===== src/rtl/udma_i2c_prefetch_fifo.sv =====
// Prefetching FIFO between a uDMA channel and the I2C CDC FIFO. A request is only issued
// while a storage slot is reserved for its reply, so returned data is never dropped.
module udma_i2c_prefetch_fifo #(
    parameter int DATA_WIDTH   = 32,
    parameter int BUFFER_DEPTH = 2,
    localparam int CW = $clog2(BUFFER_DEPTH + 1),
    localparam int PW = $clog2(BUFFER_DEPTH)
) (
    input  logic                  clk_i,
    input  logic                  rstn_i,
    input  logic                  clr_i,
    output logic                  req_o,
    input  logic                  gnt_i,
    input  logic                  valid_i,
    input  logic [DATA_WIDTH-1:0] data_i,
    output logic                  ready_o,
    output logic                  valid_o,
    output logic [DATA_WIDTH-1:0] data_o,
    input  logic                  ready_i,
    output logic [CW-1:0]         elements_o
);

    logic [DATA_WIDTH-1:0] r_mem [BUFFER_DEPTH];
    logic [PW-1:0]         r_wr_ptr;
    logic [PW-1:0]         r_rd_ptr;
    logic [CW-1:0]         r_elements;
    logic [CW-1:0]         r_outstanding;

    logic [CW:0]           w_sum;
    logic                  w_grant;
    logic                  w_push;
    logic                  w_pop;

    function automatic logic [PW-1:0] f_next(input logic [PW-1:0] p);
        return (p == PW'(BUFFER_DEPTH - 1)) ? '0 : p + PW'(1);
    endfunction

    // Extra bit on the sum keeps the comparison exact when both counters are near full.
    assign w_sum      = {1'b0, r_elements} + {1'b0, r_outstanding};
    assign req_o      = (w_sum < (CW+1)'(BUFFER_DEPTH)) && !clr_i;
    assign ready_o    = (r_elements < CW'(BUFFER_DEPTH));
    assign valid_o    = (r_elements != '0);
    assign data_o     = r_mem[r_rd_ptr];
    assign elements_o = r_elements;

    assign w_grant = req_o && gnt_i;
    assign w_push  = valid_i && ready_o;
    assign w_pop   = valid_o && ready_i;

    always_ff @(posedge clk_i or negedge rstn_i) begin
        if (!rstn_i) begin
            for (int i = 0; i < BUFFER_DEPTH; i++) r_mem[i] <= '0;
        end else if (w_push && !clr_i) begin
            r_mem[r_wr_ptr] <= data_i;
        end
    end

    always_ff @(posedge clk_i or negedge rstn_i) begin
        if (!rstn_i) begin
            r_wr_ptr   <= '0;
            r_rd_ptr   <= '0;
            r_elements <= '0;
        end else if (clr_i) begin
            r_wr_ptr   <= '0;
            r_rd_ptr   <= '0;
            r_elements <= '0;
        end else begin
            if (w_push) r_wr_ptr <= f_next(r_wr_ptr);
            if (w_pop)  r_rd_ptr <= f_next(r_rd_ptr);
            case ({w_push, w_pop})
                2'b10:   r_elements <= r_elements + CW'(1);
                2'b01:   r_elements <= r_elements - CW'(1);
                default: r_elements <= r_elements;
            endcase
        end
    end

    // A reply landing in a flush cycle is dropped but still retires its grant,
    // otherwise its reserved slot would stay booked forever.
    always_ff @(posedge clk_i or negedge rstn_i) begin
        if (!rstn_i) begin
            r_outstanding <= '0;
        end else begin
            case ({w_grant, w_push})
                2'b10:   r_outstanding <= r_outstanding + CW'(1);
                2'b01:   r_outstanding <= (r_outstanding == '0) ? '0 : r_outstanding - CW'(1);
                2'b11:   r_outstanding <= (r_outstanding == '0) ? CW'(1) : r_outstanding;
                default: r_outstanding <= r_outstanding;
            endcase
        end
    end

    a_no_overbook: assert property (@(posedge clk_i) disable iff (!rstn_i)
        w_sum <= (CW+1)'(BUFFER_DEPTH));

endmodule


===== config.mk =====
export PLATFORM = sky130hd
export DESIGN_NAME = udma_i2c_prefetch_fifo
export DESIGN_NICKNAME = d
export VERILOG_FILES = /design/src/rtl/udma_i2c_prefetch_fifo.sv
export SDC_FILE = /design/constraint.sdc
export NUM_CORES = 1
export LEC_CHECK = 0
export ABC_AREA = 1
export CAP_MARGIN = 20
export CELL_PAD_IN_SITES_DETAIL_PLACEMENT = 1
export CELL_PAD_IN_SITES_GLOBAL_PLACEMENT = 2
export CORE_ASPECT_RATIO = 2
export CORE_MARGIN = 2
export CORE_UTILIZATION = 29
export DETAILED_ROUTE_END_ITERATION = 6
export GPL_ROUTABILITY_DRIVEN = 0
export PLACE_DENSITY_LB_ADDON = 0.1
export SYNTH_ARGS = -nofsm -noshare
export SYNTH_HDL_FRONTEND = slang
export SYNTH_SLANG_ARGS = --single-unit

===== constraint.sdc =====
create_clock -name clk_i -period 2.3 [get_ports clk_i]
set_clock_uncertainty 0.05 [all_clocks]
set_input_delay 0.345 -clock clk_i [delete_from_list [all_inputs] [get_ports clk_i]]
set_output_delay 0.345 -clock clk_i [all_outputs]
set_load 0.01 [all_outputs]

# Word level (Yosys, flattened, before mapping)
# Index checks and enable logic that the tools add are counted.
[totals]
register_bits = 70
inputBits = 38
out_inout_bits = 37
word_cells = 57
[op_classes]
addsub = 7
magnitude_cmp = 5
n_eq_ne = 6
muxes = 17
n_bitwise = 2
reduce_logical = 14
[ops]
columns = ["cell", "n"]
rows = [
  ["two-way mux 32 bit", 4],
  ["bitwise mux 64 bit", 1],
  ["demux 32 bit (select 1 bit)", 1],
  ["== test 2 bit, second input constant", 3],
  ["logical AND 1 bit", 6],
  ["two-way mux 1 bit", 6],
  ["two-way mux 2 bit", 3],
  ["case mux 2 bit (3 select lines)", 1],
  ["nonzero test 2 bit", 3],
  ["nonzero test 3 bit", 2],
  ["adder 2 x 1 -> 2 bit, second input constant", 2],
  ["== test 2 x 1 -> 1 bit, second input constant", 2],
  ["greater-or-equal comparator 2 bit, second input constant", 2],
  ["NOT 1 -> 2 bit", 2],
  ["case mux 2 bit (2 select lines)", 1],
  ["subtractor 2 x 1 -> 2 bit, second input constant", 2],
  ["adder 2 x 2 -> 3 bit", 1],
  ["less-than comparator 3 x 2 -> 1 bit, second input constant", 1],
  ["adder 1 bit, second input constant", 2],
  ["logical NOT 2 bit", 1],
  ["less-than comparator 2 x 1 -> 1 bit, second input constant", 1],
  ["less-than comparator 2 bit, second input constant", 1],
  ["!= test 2 bit, second input constant", 1],
  ["AND reduction 2 bit", 1],
  ["logical NOT 1 bit", 1],
]

# Logic depth before layout (Yosys ltp)
# Gate-level depths: netlist of run 1.
[depth]
depth_word = 7
mapped_depth = 9
depth_no_buf = 9

# Worst setup path after synthesis of run 1
# No wires, ideal clock.
[synth_timing]
path_kind = "register to register"
from = "register r_elements[0] (netlist: elements_o[0])"
to = "register r_outstanding[1]"
setup_ps = 124
t_arrival_ps = 1577
required_time_ps = 2126
slack_ps = 549
path_stages_with_launch = 10
path_cell_list = "dfrtp_1 nand2_1 inv_1 fa_1 nor2_1 nand3_1 nand2_1 o21ai_0 nand2_1 nand2_1"
[synth_between]
elab_chain_len = 7
word_cells_on_any_way = 13
[synth_rtl]
columns = ["item", "line", "source"]
rows = [
  ["start, declared", "26", "logic [CW-1:0] r_elements;"],
  ["start signal, assigned", "71", "2'b10: r_elements <= r_elements + CW'(1);"],
  ["start signal, assigned", "72", "2'b01: r_elements <= r_elements - CW'(1);"],
  ["start signal, assigned", "73", "default: r_elements <= r_elements;"],
  ["adder 2 x 2 -> 3 bit", "39", "assign w_sum = {1'b0, r_elements} + {1'b0, r_outstanding};"],
  ["less-than comparator 3 x 2 -> 1 bit", "40", "assign req_o = (w_sum < (CW+1)'(BUFFER_DEPTH)) && !clr_i;"],
  ["logical AND 1 bit", "40", ""],
  ["logical AND 1 bit", "46", "assign w_grant = req_o && gnt_i;"],
  ["== test 2 bit or == test 2 x 1 -> 1 bit (tied branches)", "84", "case ({w_grant, w_push})"],
  ["!= test 2 bit (no line) or nonzero test 3 bit (tied branches)", "-", ""],
  ["AND reduction 2 bit (no line)", "-", ""],
  ["end signal, assigned", "85", "2'b10: r_outstanding <= r_outstanding + CW'(1);"],
  ["end signal, assigned", "86", "2'b01: r_outstanding <= (r_outstanding == '0) ? '0 : r_outstanding - CW'(1);"],
  ["end signal, assigned", "87", "2'b11: r_outstanding <= (r_outstanding == '0) ? CW'(1) : r_outstanding;"],
  ["end, declared", "27", "logic [CW-1:0] r_outstanding;"],
]
# Parallel ways exist; a longest one is shown, timed or not.
# A chain may end at the register's enable or synchronous reset.

# Final worst setup path of run 1
[layout_timing]
from = "register r_outstanding[0]"
to = "output req_o"
[layout_between]
elab_chain_len = 3
[layout_rtl]
columns = ["item", "line", "source"]
rows = [
  ["adder 2 x 2 -> 3 bit", "39", ""],
  ["less-than comparator 3 x 2 -> 1 bit", "40", ""],
  ["logical AND 1 bit", "40", ""],
  ["end, declared", "12", "output logic req_o,"],
]
# No other way between the ends.

==> results of run 1 <==
-- cell usage after synthesis (all sizes together) --
library cell / number / share of area (%)
nand2: 184 / 21
dfrtp: 70 / 52
o21ai: 66 / 12
inv: 41 / 4.7
buf: 13 / 3.4
clkbuf: 7 / 0.82
nand3: 6 / 1.3
nor2: 4 / 0.45
ha: 3 / 1.1
a21oi: 2 / 0.30
nand3b: 2 / 0.45
o211ai: 2 / 0.45
clkinv: 1 / 0.11
fa: 1 / 0.60
nand4: 1 / 0.19
nor3: 1 / 0.15
-- flip-flops by register name (all words and copies together) (netlist names) --
name           count
r_wr_ptr           1
r_mem             64
r_outstanding      2
r_rd_ptr           1
elements_o         2
-- kinds of logic (layout without fill, tap and decap cells) --
logic type / count (synthesis) / after routing
AO/OA/AOI/OAI: 70 / 70
buffers and inverters: 62 / 143
adder cells (fa/ha/maj): 4 / 4
AND/OR/NAND/NOR: 198 / 198
flip-flops: 70 / 70
-- per-stage QoR --
| step | setup slack, ns | std cells | hold WS, ns | instance area (sq um) | util [%] |
|---|---|---|---|---|---|
| after detailed placement | 0.135 | 611 | 0.343 | 4240 | 37.6 |
| after CTS | 0.0682 | 627 | 0.432 | 4540 | 40.2 |
| after global routing | 0.0105 | 627 | 0.456 | 4540 | 40.2 |
| after global placement | 0.202 | 611 | 0.338 | 4240 | 37.6 |
| after floorplan | 0.549 | 404 | -0.000591 | 3350 | - |
| final | 0.132 | 627 | 0.429 | 4540 | 40.2 |
-- what timing repair did --
item,4_1_cts,5_1_grt
hold buffers,1,0
resized for setup,1,3
hold endpoints to repair,37,0
pin swaps,0,0
endpoints found under the setup margin,1,2
-- metal layers --
metal	vias up	global-route usage [%]	part of all wire, %
li1	1402	-	-
met1	1351	16.8	43
met2	58	25.8	51
met3	10	3.94	4.5
met4	0	5.33	1.6
met5	-	0	0
-- worst max-delay path, cell delays in order (launching register included) --
cell and delay, ns:
dfrtp_1 0.42, nand2_1 0.07, inv_1 0.04, fa_1 0.46, nor3_1 0.18, dlygate4sd1_1 0.27
-- cell type report --
cell class | count | area (sq um) | area share [%]
Tap cell | 142 | 178 | 3.91
Inverter | 42 | 163 | 3.58
Clock buffer | 15 | 288 | 6.34
Timing Repair Buffer | 86 | 871 | 19.2
Sequential cell | 70 | 1750 | 38.6
Multi-Input combinational cell | 272 | 1290 | 28.4
-- how the worst min path moves through the flow --
stage	startpoint	end	slack [ns]	cells after the start
floorplan	rstn_i	elements_o[0]	-0.0006	0
global placement	rstn_i	r_mem[9]	0.34	2
detailed placement	rstn_i	r_mem[9]	0.34	2
CTS	r_mem[41]	r_mem[41]	0.43	2
global route	r_mem[39]	r_mem[39]	0.46	2
finish	r_mem[41]	r_mem[41]	0.43	2
-- power by group --
group	switching [mW]	leakage, nW	total, mW	internal [mW]
combinational	0.756	1.27	1.51	0.750
clock	0.480	0.142	1.32	0.842
sequential	0.210	0.877	1.83	1.62
-- layout by cell type, fill, tap and decap left out --
cell and count:
a21oi_1 2, buf_12 3, buf_4 8, buf_6 1
clkbuf_1 2, clkbuf_16 9, clkbuf_8 4, clkdlybuf4s50_1 72
clkinv_1 1, dfrtp_1 70, dlygate4sd1_1 1, dlygate4sd3_1 1
fa_1 1, ha_1 3, inv_1 39, inv_2 1
inv_6 1, nand2_1 182, nand2_4 2, nand3_1 5
nand3_4 1, nand3b_1 2, nand4_1 1, nor2_1 4
nor3_1 1, o211ai_1 2, o21ai_0 32, o21ai_1 11
o21ai_2 23
==> impl_metrics.toml, run 1 <==
[setup_path]
arrival_ns = 1.77
crit_start = "r_outstanding[0]"
worstRegToRegCells = 9
cp-start-kind = "register"
criticalPathCategory = "reg -> out"
worstPathRequired_ns = 1.90
timing.rr.start = "r_outstanding[0]"
r2r-end = "r_outstanding[1]"
r2r_slack_ns = 0.38
worst-path-max-fanout = 5
endpoint = "req_o"
endpoint_kind = "output port"

[route]
drtIter0Drc = 104
drt_pre_antenna_iters = 6
vias = 2821
drc = 0
wl_um = 8360
routed_via_density = 4.50
ant_nets = 0
wire_per_inst_um = 13.3

[run_status]
status = "complete, no violations"

[timing]
slew_violations = 0
worst_slew_pin_slew_ns = 0.397
max_clock_freq_mhz = 461
finalSetupViolCount = 0
relSlewSlack_pct = 73.5
rsz0062_at_grt = "false"
min_period_ns = 2.17
hold_violations = 0
finalCritPeriodShare_pct = 94.3
finalSetupTns_ns = 0

[synthesis]
synthMuxAreaShare_pct = 0
synth_area_sq_um = 3350
avgSynthCellArea_sq_um = 8.28
synth_xor_area_share_pct = 0
ys_warn_count = 0
synth_seq_area_share_pct = 52.4
synth-simple-area-share_pct = 23.6
synthCells = 404
ys_types = 26
synth_top_family_by_area = "simple AND/OR/NAND/NOR gates"
synth_fp_nets = 446
ys_ff_latch = 70
synth_fa_ha_area_share_pct = 1.72
synth_compound_area_share_pct = 13.2

[floorplanning]
core.rowCount = 55
core_sq_um = 11300
die_x_um = 80.0
die-area_sq_um = 12500
start_util_pct = 29.6
die_h_um = 156
io_pins = 75

[global_route]
grt_max_degree = 71
grt_pass1_vias = 2959
antenna_found_initial = 0
grt_first_pass_wirelength_um = 14200
track_usage_pct = 14.7
gr-total-overflow = 0

[power]
total_power_mw = 4.66
leakagePower_nw = 2.29
peakVddDrop_mv = 0.405
power.density_nw_per_um2 = 1030

[final_layout]
nFillCells = 1375
layout-drive-gt1-share_pct = 10.9
syn_to_final_growth_pct = 35.7
nets = 523
n_antenna_cell = 0

[cts]
post_cts_buffers = 0
clk_pin_slew_ns = 0.05
cts_tree = "done"
numClockSinks = 70
cts_buffers = 9
clockRootBuffer = "clkbuf_16"
clockBufferDepth = 2
clk_latency_ns = 0.33
cts.htree.levels = 3

[job]
maxCapViolCount = 0

[min_path]
hold_path.class = "reg -> reg"

[placement]
place_hpwl_um = 5700
port_buffers = 74
(Power assumes the default switching activity.)
==> run 2: changes to the inputs <==
CORE_UTILIZATION = 36   (was 29)
DONT_BUFFER_PORTS = 1   (was unset)
==> run 2 against run 1 <==
  * Maximum frequency up 0.29%
  * Largest power group unchanged
  * Utilization up 0.96 points
  * Total power down 9.8%
  * Final area down 18%
  * Global-route usage up 2.1 points
  * Critical endpoint unchanged
  * Sequential share of layout area up 8.6 points
  * Worst hold slack worse by 0.32 ns
  * Register-to-register slack worse by 0.02 ns
  * Routed wire length down 6.3%
  * Die area down 19%
  * Setup slack better by 0.0063 ns
  * Critical path depth down 1
==> impl_metrics.toml, run 2 (synthesized netlist as in run 1, its figures left out) <==
[run_status]
status = "complete, no violations"

[min_path]
hold_path.class = "in -> reg"
min_from = "data_i[27]"
hold_path_end = "r_mem[59]"
hold_depth = 2

[timing]
max_clock_freq_mhz = 463
rsz0062_at_grt = "false"
finalSetupTns_ns = 0
min_period_ns = 2.16
relSlewSlack_pct = 57.9
finalSetupViolCount = 0
fin_ws_ns = 0.138
hold_violations = 0
worst_slew_pin_slew_ns = 0.631
fin_hold_ws_ns = 0.113
slew_violations = 0
finalCritPeriodShare_pct = 94.0

[placement]
place_hpwl_um = 4950
pre_cts_ws_ns = 0.356
port_buffers = 0
placed_cells = 490
placed_area_sq_um = 3390

[job]
maxCapViolCount = 0

[final_layout]
nets = 443
nFillCells = 1084
finalInstanceArea_sq_um = 3710
syn_to_final_growth_pct = 10.9
multi_input_area_sq_um = 1290
fin_util_pct = 41.2
final_cells = 508
mostFrequentLayoutCells = "nand2_1 (182), dfrtp_1 (70), inv_1 (39), o21ai_0 (32), o21ai_2 (23)"
n_antenna_cell = 0
largest_register_ffs = 64
register_area_sq_um = 1750
final_common_cell = "nand2_1"
top_register = "r_mem"
layout-drive-gt1-share_pct = 11.8

[floorplanning]
core.rowCount = 49
die_h_um = 140
die_x_um = 72.2
core_sq_um = 9010
die-area_sq_um = 10100
start_util_pct = 37.1
io_pins = 75

[power]
peakVddDrop_mv = 0.512
power.density_nw_per_um2 = 1130
p_switching_mw = 1.42
power.share.sequential_pct = 43.9
clockPowerShare_pct = 31.4
p_comb_share_pct = 24.8
leakagePower_nw = 1.98
total_power_mw = 4.20
power.share.switching_pct = 33.7
p_int_mw = 2.79

[route]
drtIter0Drc = 138
ant_nets = 0
drt_pre_antenna_iters = 4
routed_via_density = 4.98
wl_um = 7840
wire_per_inst_um = 15.4
drc = 0
vias = 2531

[setup_path]
arrival_ns = 1.77
r2r_slack_ns = 0.36
worst-path-max-fanout = 6
r2r-end = "r_outstanding[0]"
crit_start = "elements_o[0]"
worstRegToRegCells = 9
cp-start-kind = "register"
endpoint_kind = "output port"
timing.rr.start = "elements_o[0]"
criticalPathCategory = "reg -> out"
worstPathRequired_ns = 1.90

[cts]
numClockSinks = 70
cts_tree = "done"
cts_buffers = 9
clockRootBuffer = "clkbuf_16"
clockBufferDepth = 2
postCtsResizedCells = 0
cts.htree.levels = 3
post_cts_buffers = 0
clk_latency_ns = 0.33
clk_pin_slew_ns = 0.05

[global_route]
grt_first_pass_wirelength_um = 13000
antenna_found_initial = 0
track_usage_pct = 16.9
gr-total-overflow = 0
grt_pass1_vias = 2606
grt_max_degree = 71
==> run 2: changes by cell type in the layout (fill, tap and decap cells not counted), sizes merged <==
cell	previous run	this run
clkbuf	15	13
dlygate4sd1	1	0
clkinvlp	0	1
buf	12	5
clkdlybuf4s50	72	0
clkinv	1	3
==> run 2: per-layer routing <==
metal / track usage [%] / part of all wire (%) / vias up
met5: 0 / 0 / -
met3: 3.67 / 4.3 / 7
met4: 8.94 / 1.9 / 0
met1: 20.4 / 43 / 1233
met2: 27.4 / 51 / 48
li1: - / - / 1243
==> run 2: power groups by stage <==
stage	registers [mW]	clock network, mW	logic [mW]
2_1_floorplan	1.81	0	0.854
3_3_place_gp	1.85	0	1.00
3_5_place_dp	1.87	0	1.04
4_1_cts	1.85	1.36	1.08
5_1_grt	1.89	1.40	1.23
6_report	1.84	1.32	1.04
==> run 2: cell type report <==
cell class	instances	area share (%)
clock buffers	13	7.28
inverters	42	4.38
well taps	102	3.44
multi-input cells	272	34.7
repair buffers	6	2.49
clock inverters	3	0.472
flip-flops and latches	70	47.2
==> run 2: how the worst max path moves through the flow <==
stage | end | slack (ns) | cells past startpoint
floorplan | r_outstanding[1] | 0.55 | 9
global placement | r_outstanding[1] | 0.41 | 9
detailed placement | r_outstanding[0] | 0.36 | 9
CTS | req_o | 0.09 | 4
global route | req_o | 0.01 | 4
finish | req_o | 0.14 | 4
==> run 2: worst max-delay path: stages, from the launching register on <==
cell and delay [ns]:
dfrtp_1 0.46, nand2_1 0.10, inv_1 0.05, fa_1 0.45
nor3_1 0.38
==> run 2: repair_timing <==
action                                 CTS  global route
hold buffers                             2             0
endpoints found under the hold margin   70             0
setup endpoints to repair                0             0
==> RTL change 1: new RTL, config.mk and constraints of run 2 <==
Set the parameter `DATA_WIDTH` to 16 (it was 32).
--- a/src/rtl/udma_i2c_prefetch_fifo.sv
+++ b/src/rtl/udma_i2c_prefetch_fifo.sv
@@ -2,5 +2,5 @@
 // while a storage slot is reserved for its reply, so returned data is never dropped.
 module udma_i2c_prefetch_fifo #(
-    parameter int DATA_WIDTH   = 32,
+    parameter int DATA_WIDTH   = 16,
     parameter int BUFFER_DEPTH = 2,
     localparam int CW = $clog2(BUFFER_DEPTH + 1),
Ports: changed (resized data_i and data_o); port bits go from 75 to 43. The function was not compared with the original's and may differ.
==> RTL change 1 against run 2 <==
- power down 50%
- synthesized cell count down 44%
- area after synthesis down 42%
- sequential power down 50%
- setup slack better by 0.074 ns
- routed wire length down 43%
- count of clock-buffer cells in the layout down 7
- sequential cell count down 32
- non-clock buffer count down 2
- fmax up 3.6%
- cell count down 43%
- final area down 43%
- die area down 40%
==> RTL change 1: results (changes against run 2) <==
| Metric | Value |
|---|---|
| Avg Vias per Cell | `5.04 (was 4.98)` |
| Clock Root Buffer | `clkbuf_8 (was clkbuf_16)` |
| Iter 0 DRT Violations | `24 (was 138)` |
| Max_slew headroom | `62.2% (was 57.9%)` |
| Critical Path Fanout Max | `5 (was 6)` |
| Top cells by count, synth | `89 x nand2_1, 38 x dfrtp_1, 27 x inv_1, 23 x o21ai_2, 9 x o21ai_1 (was 182 x nand2_1, 70 x dfrtp_1, 39 x inv_1, 32 x o21ai_0, 23 x o21ai_2)` |
| Layout cells sized above 1 | `16.5% (was 11.8%)` |
| Worst R2R Path Depth | `10 (was 9)` |
| Worst vdd ir | `0.611 mV (was 0.512 mV)` |
| First-pass GRT wire length | `7660 µm (was 13000 µm)` |
| Synth Warn # | `0 (unchanged)` |
| Hold_sp | `clr_i (was data_i[27])` |
| Pin count of the biggest net entering global routing | `39 (was 71)` |
| Status | `completed (unchanged)` |
| Post-DP HPWL | `3250 µm (was 4950 µm)` |
| Clock Latency Late Sink | `0.29 ns (was 0.33 ns)` |
| Hold depth | `1 (was 2)` |
| TritonCTS Buffers | `5 (was 9)` |
| Routed WL | `4500 µm (was 7840 µm)` |
| Vias in the first global route | `1624 (was 2606)` |
| Antenna violations before repair | `0 (unchanged)` |
| Worst hold path endpoint | `elements_o[1] (was r_mem[59])` |
| Post-synth EDFFs | `0 (unchanged)` |
| Nets | `255 (was 443)` |
| Register area share after synthesis | `49.0% (was 52.4%)` |
| Synth Area in Compound Gates | `15.0% (was 13.2%)` |
| CTS H-tree depth | `2 (was 3)` |
| Cell family with most CP delay | `flip-flops (was simple AND/OR/NAND/NOR gates)` |
| Synth cell types | `23 (was 26)` |
| Critical path arrival | `1.69 ns (was 1.77 ns)` |
| Clock-pin slew on the worst setup and hold paths | `0.07 ns (was 0.05 ns)` |
| Synth top area cells | `dfrtp_1 49%, nand2_1 17%, o21ai_2 10% (was dfrtp_1 52%, nand2_1 20%, o21ai_2 6.0%)` |
| Final hold vios | `0 (unchanged)` |
| Synthesized Nets | `253 (was 446)` |
| Synthesized-area fraction occupied by adder cells | `2.97% (was 1.72%)` |
| Slew Limit Fails | `0 (unchanged)` |
| Lkg Pwr | `0.00112 µW (was 0.00198 µW)` |
RTL change 1: cell count changes in the layout (fill, tap and decap cells not counted), moves of 3 or more:
cell       change
nand2_1       -93
clkbuf_16      -9
clkbuf_8       +3
dfrtp_1       -32
o21ai_0       -30
inv_1         -12
RTL change 1: how the worst max path moves through the flow:
| stage | end | slack [ns] | cells past startpoint |
|---|---|---|---|
| 3_3_place_gp | r_outstanding[1] | 0.41 | 9 |
| 3_5_place_dp | r_outstanding[0] | 0.36 | 10 |
| 2_1_floorplan | r_outstanding[1] | 0.52 | 7 |
| 4_1_cts | req_o | 0.19 | 6 |
| 6_report | req_o | 0.21 | 6 |
| 5_1_grt | req_o | 0.06 | 6 |
RTL change 1: per-stage QoR:
| stage | cells | instance area [µm²] | hold slack, ns | worst slack [ns] | total power (µW) |
|---|---|---|---|---|---|
| after global placement | 278 | 1950 | 0.000250 | 0.411 | 1370 |
| final | 288 | 2120 | 0.0743 | 0.212 | 2100 |
| after CTS | 288 | 2120 | 0.0622 | 0.189 | 2150 |
| after global routing | 288 | 2120 | 0.0556 | 0.0563 | 2250 |
| after detailed placement | 278 | 1950 | 0.000698 | 0.355 | 1420 |
| after floorplan | 227 | 1940 | -0.000591 | 0.516 | 1300 |
RTL change 1: logic make-up after synthesis:
group,Yosys count
fa+ha+maj,4
flops,38
buf+inv,37
simple gates,108
compound gates,40
RTL change 1: worst reg2reg max path, cell delays in order, from the launching register on:
cell and delay (ns):
dfrtp_1 0.46, nand2_1 0.09, inv_1 0.05, fa_1 0.45
inv_1 0.07, nand2_1 0.04, nor2_1 0.25, nand3_1 0.18
nand2_1 0.11, nand3_1 0.07, nand2_1 0.06
RTL change 1: layout make-up:
class | instances | area, µm²
Fill cell | 636 | 3070
Sequential cell | 38 | 951
Multi-Input combinational cell | 152 | 802
Inverter | 28 | 105
Clock buffer | 6 | 82.6
Tap cell | 58 | 72.6
Clock inverter | 2 | 60.1
Timing Repair Buffer | 4 | 45.0
RTL change 1: routing by layer:
layer  GRT usage (%)  vias up  wire length, µm
met1            17.1      702             1710
li1                -      712                -
met4            6.46        0               78
met2            30.8       32             2530
met5               0        -                0
met3            3.73        6              181
RTL change 1: what timing repair did:
item                                   4_1_cts  5_1_grt
setup endpoints to repair                    0        0
endpoints found under the hold margin       38        0
hold buffers                                 2        0
buffers inserted                             0        0
RTL change 1: power breakdown:
part / leakage (µW) / total (µW) / switching, µW / internal, µW
clock: 0.0000714 / 696 / 234 / 463
combinational: 0.000565 / 485 / 310 / 175
sequential: 0.000479 / 921 / 104 / 818
==> RTL change 2: new RTL, settings of run 2 <==
Without the edit above. Make the reset (`rstn_i`) synchronous in 3 clocked blocks.
--- a/src/rtl/udma_i2c_prefetch_fifo.sv
+++ b/src/rtl/udma_i2c_prefetch_fifo.sv
@@ -48,5 +48,5 @@
     assign w_pop   = valid_o && ready_i;
 
-    always_ff @(posedge clk_i or negedge rstn_i) begin
+    always_ff @(posedge clk_i) begin
         if (!rstn_i) begin
             for (int i = 0; i < BUFFER_DEPTH; i++) r_mem[i] <= '0;
@@ -56,5 +56,5 @@
     end
 
-    always_ff @(posedge clk_i or negedge rstn_i) begin
+    always_ff @(posedge clk_i) begin
         if (!rstn_i) begin
             r_wr_ptr   <= '0;
@@ -78,5 +78,5 @@
     // A reply landing in a flush cycle is dropped but still retires its grant,
     // otherwise its reserved slot would stay booked forever.
-    always_ff @(posedge clk_i or negedge rstn_i) begin
+    always_ff @(posedge clk_i) begin
         if (!rstn_i) begin
             r_outstanding <= '0;
Behaviour: differs if rstn_i is asserted again (counterexample within 4 cycles, from zero or initial values and one cycle with rstn_i low); with rstn_i held inactive, the same outputs for 10 cycles.
==> RTL change 2 against run 2 <==
- routed wire length decreased by 12%
- synthesized cell count decreased by 34%
- global-route usage decreased by 1.9 points
- area after synthesis decreased by 2.4%
- via count decreased by 27%
- final area about the same
- cell count decreased by 24%
- sequential cell count increased by 1
- setup slack improved by 0.13 ns
- count of clock-buffer cells in the layout decreased by 2
- critical path type unchanged
- critical endpoint unchanged
Power is not compared: it rests on default switching activity, and its combinational part moved more than twofold at a synthesized area within 25%.
==> RTL change 2: results (changes against run 2) <==
| Metric | Value |
|---|---|
| Critical Path Fanout Max | `2 (was 6)` |
| Buffers excl. clock | `9 (was 6)` |
| M1 WL | `2300 µm (was 3370 µm)` |
| Status | `completed (unchanged)` |
| Asr flop ratio synth | `0% (was 100%)` |
| Place WS | `0.427 ns (was 0.356 ns)` |
| GRT Util Overall | `15.0% (was 16.9%)` |
| Register area share after synthesis | `63.1% (was 52.4%)` |
| First-pass GRT wire length | `10800 µm (was 13000 µm)` |
| Routed wl met3 | `351 µm (was 337 µm)` |
| Worst hold path endpoint | `r_outstanding[1] (was r_mem[59])` |
| Cell family with most CP delay | `adder cells (was simple AND/OR/NAND/NOR gates)` |
| Layout cells sized above 1 | `29.1% (was 11.8%)` |
| Critical path arrival | `1.64 ns (was 1.77 ns)` |
| CLK BUF | `11 (was 13)` |
| Hold_sp | `rstn_i (was data_i[27])` |
| #FFs+latches synth | `71 (was 70)` |
| Nets | `320 (was 443)` |
| Top cells by count, synth | `64 x edfxtp_1, 59 x nor2_1, 38 x inv_1, 30 x mux2_2, 16 x nor2_2 (was 182 x nand2_1, 70 x dfrtp_1, 39 x inv_1, 32 x o21ai_0, 23 x o21ai_2)` |
| Vias in the first global route | `2083 (was 2606)` |
| Worst slew pin tran | `0.438 ns (was 0.631 ns)` |
| Layout filler cell count | `950 (was 1084)` |
| Post-place instance area | `0.00340 mm² (was 0.00339 mm²)` |
| Post-synth EDFFs | `64 (was 0)` |
| Post-route cell area | `0.00371 mm² (about the same)` |
| Synthesized Nets | `310 (was 446)` |
| Dominant synthesized flop cell | `edfxtp_1 (was dfrtp_1)` |
==> RTL change 2: worst max path at each step <==
stage	endpoint	depth (start not counted)	startpoint
2_1_floorplan	r_mem[0][0]	6	elements_o[1]
3_3_place_gp	r_outstanding[1]	8	r_outstanding[0]
3_5_place_dp	r_outstanding[1]	8	r_outstanding[0]
4_1_cts	req_o	4	r_outstanding[0]
5_1_grt	req_o	4	r_outstanding[0]
6_report	req_o	4	r_outstanding[0]
==> RTL change 2: logic make-up (layout without fill, tap and decap cells) <==
kind of cell / count (synthesis) / after routing / synth area share [%]
buffers and inverters: 51 / 66 / 7.62
adders and majority gates: 5 / 5 / 2.14
muxes: 32 / 32 / 11.0
AOI/OAI and AO/OA: 11 / 11 / 1.76
DFF: 71 / 71 / 63.1
and+or+nand+nor: 97 / 97 / 14.3
==> RTL change 2: where the power goes <==
part / internal, µW / total [µW] / switching (µW) / leakage (µW)
registers: 1470 / 1500 / 24.7 / 0.000728
logic: 85.7 / 244 / 158 / 0.000685
clock network: 951 / 1450 / 500 / 0.000154
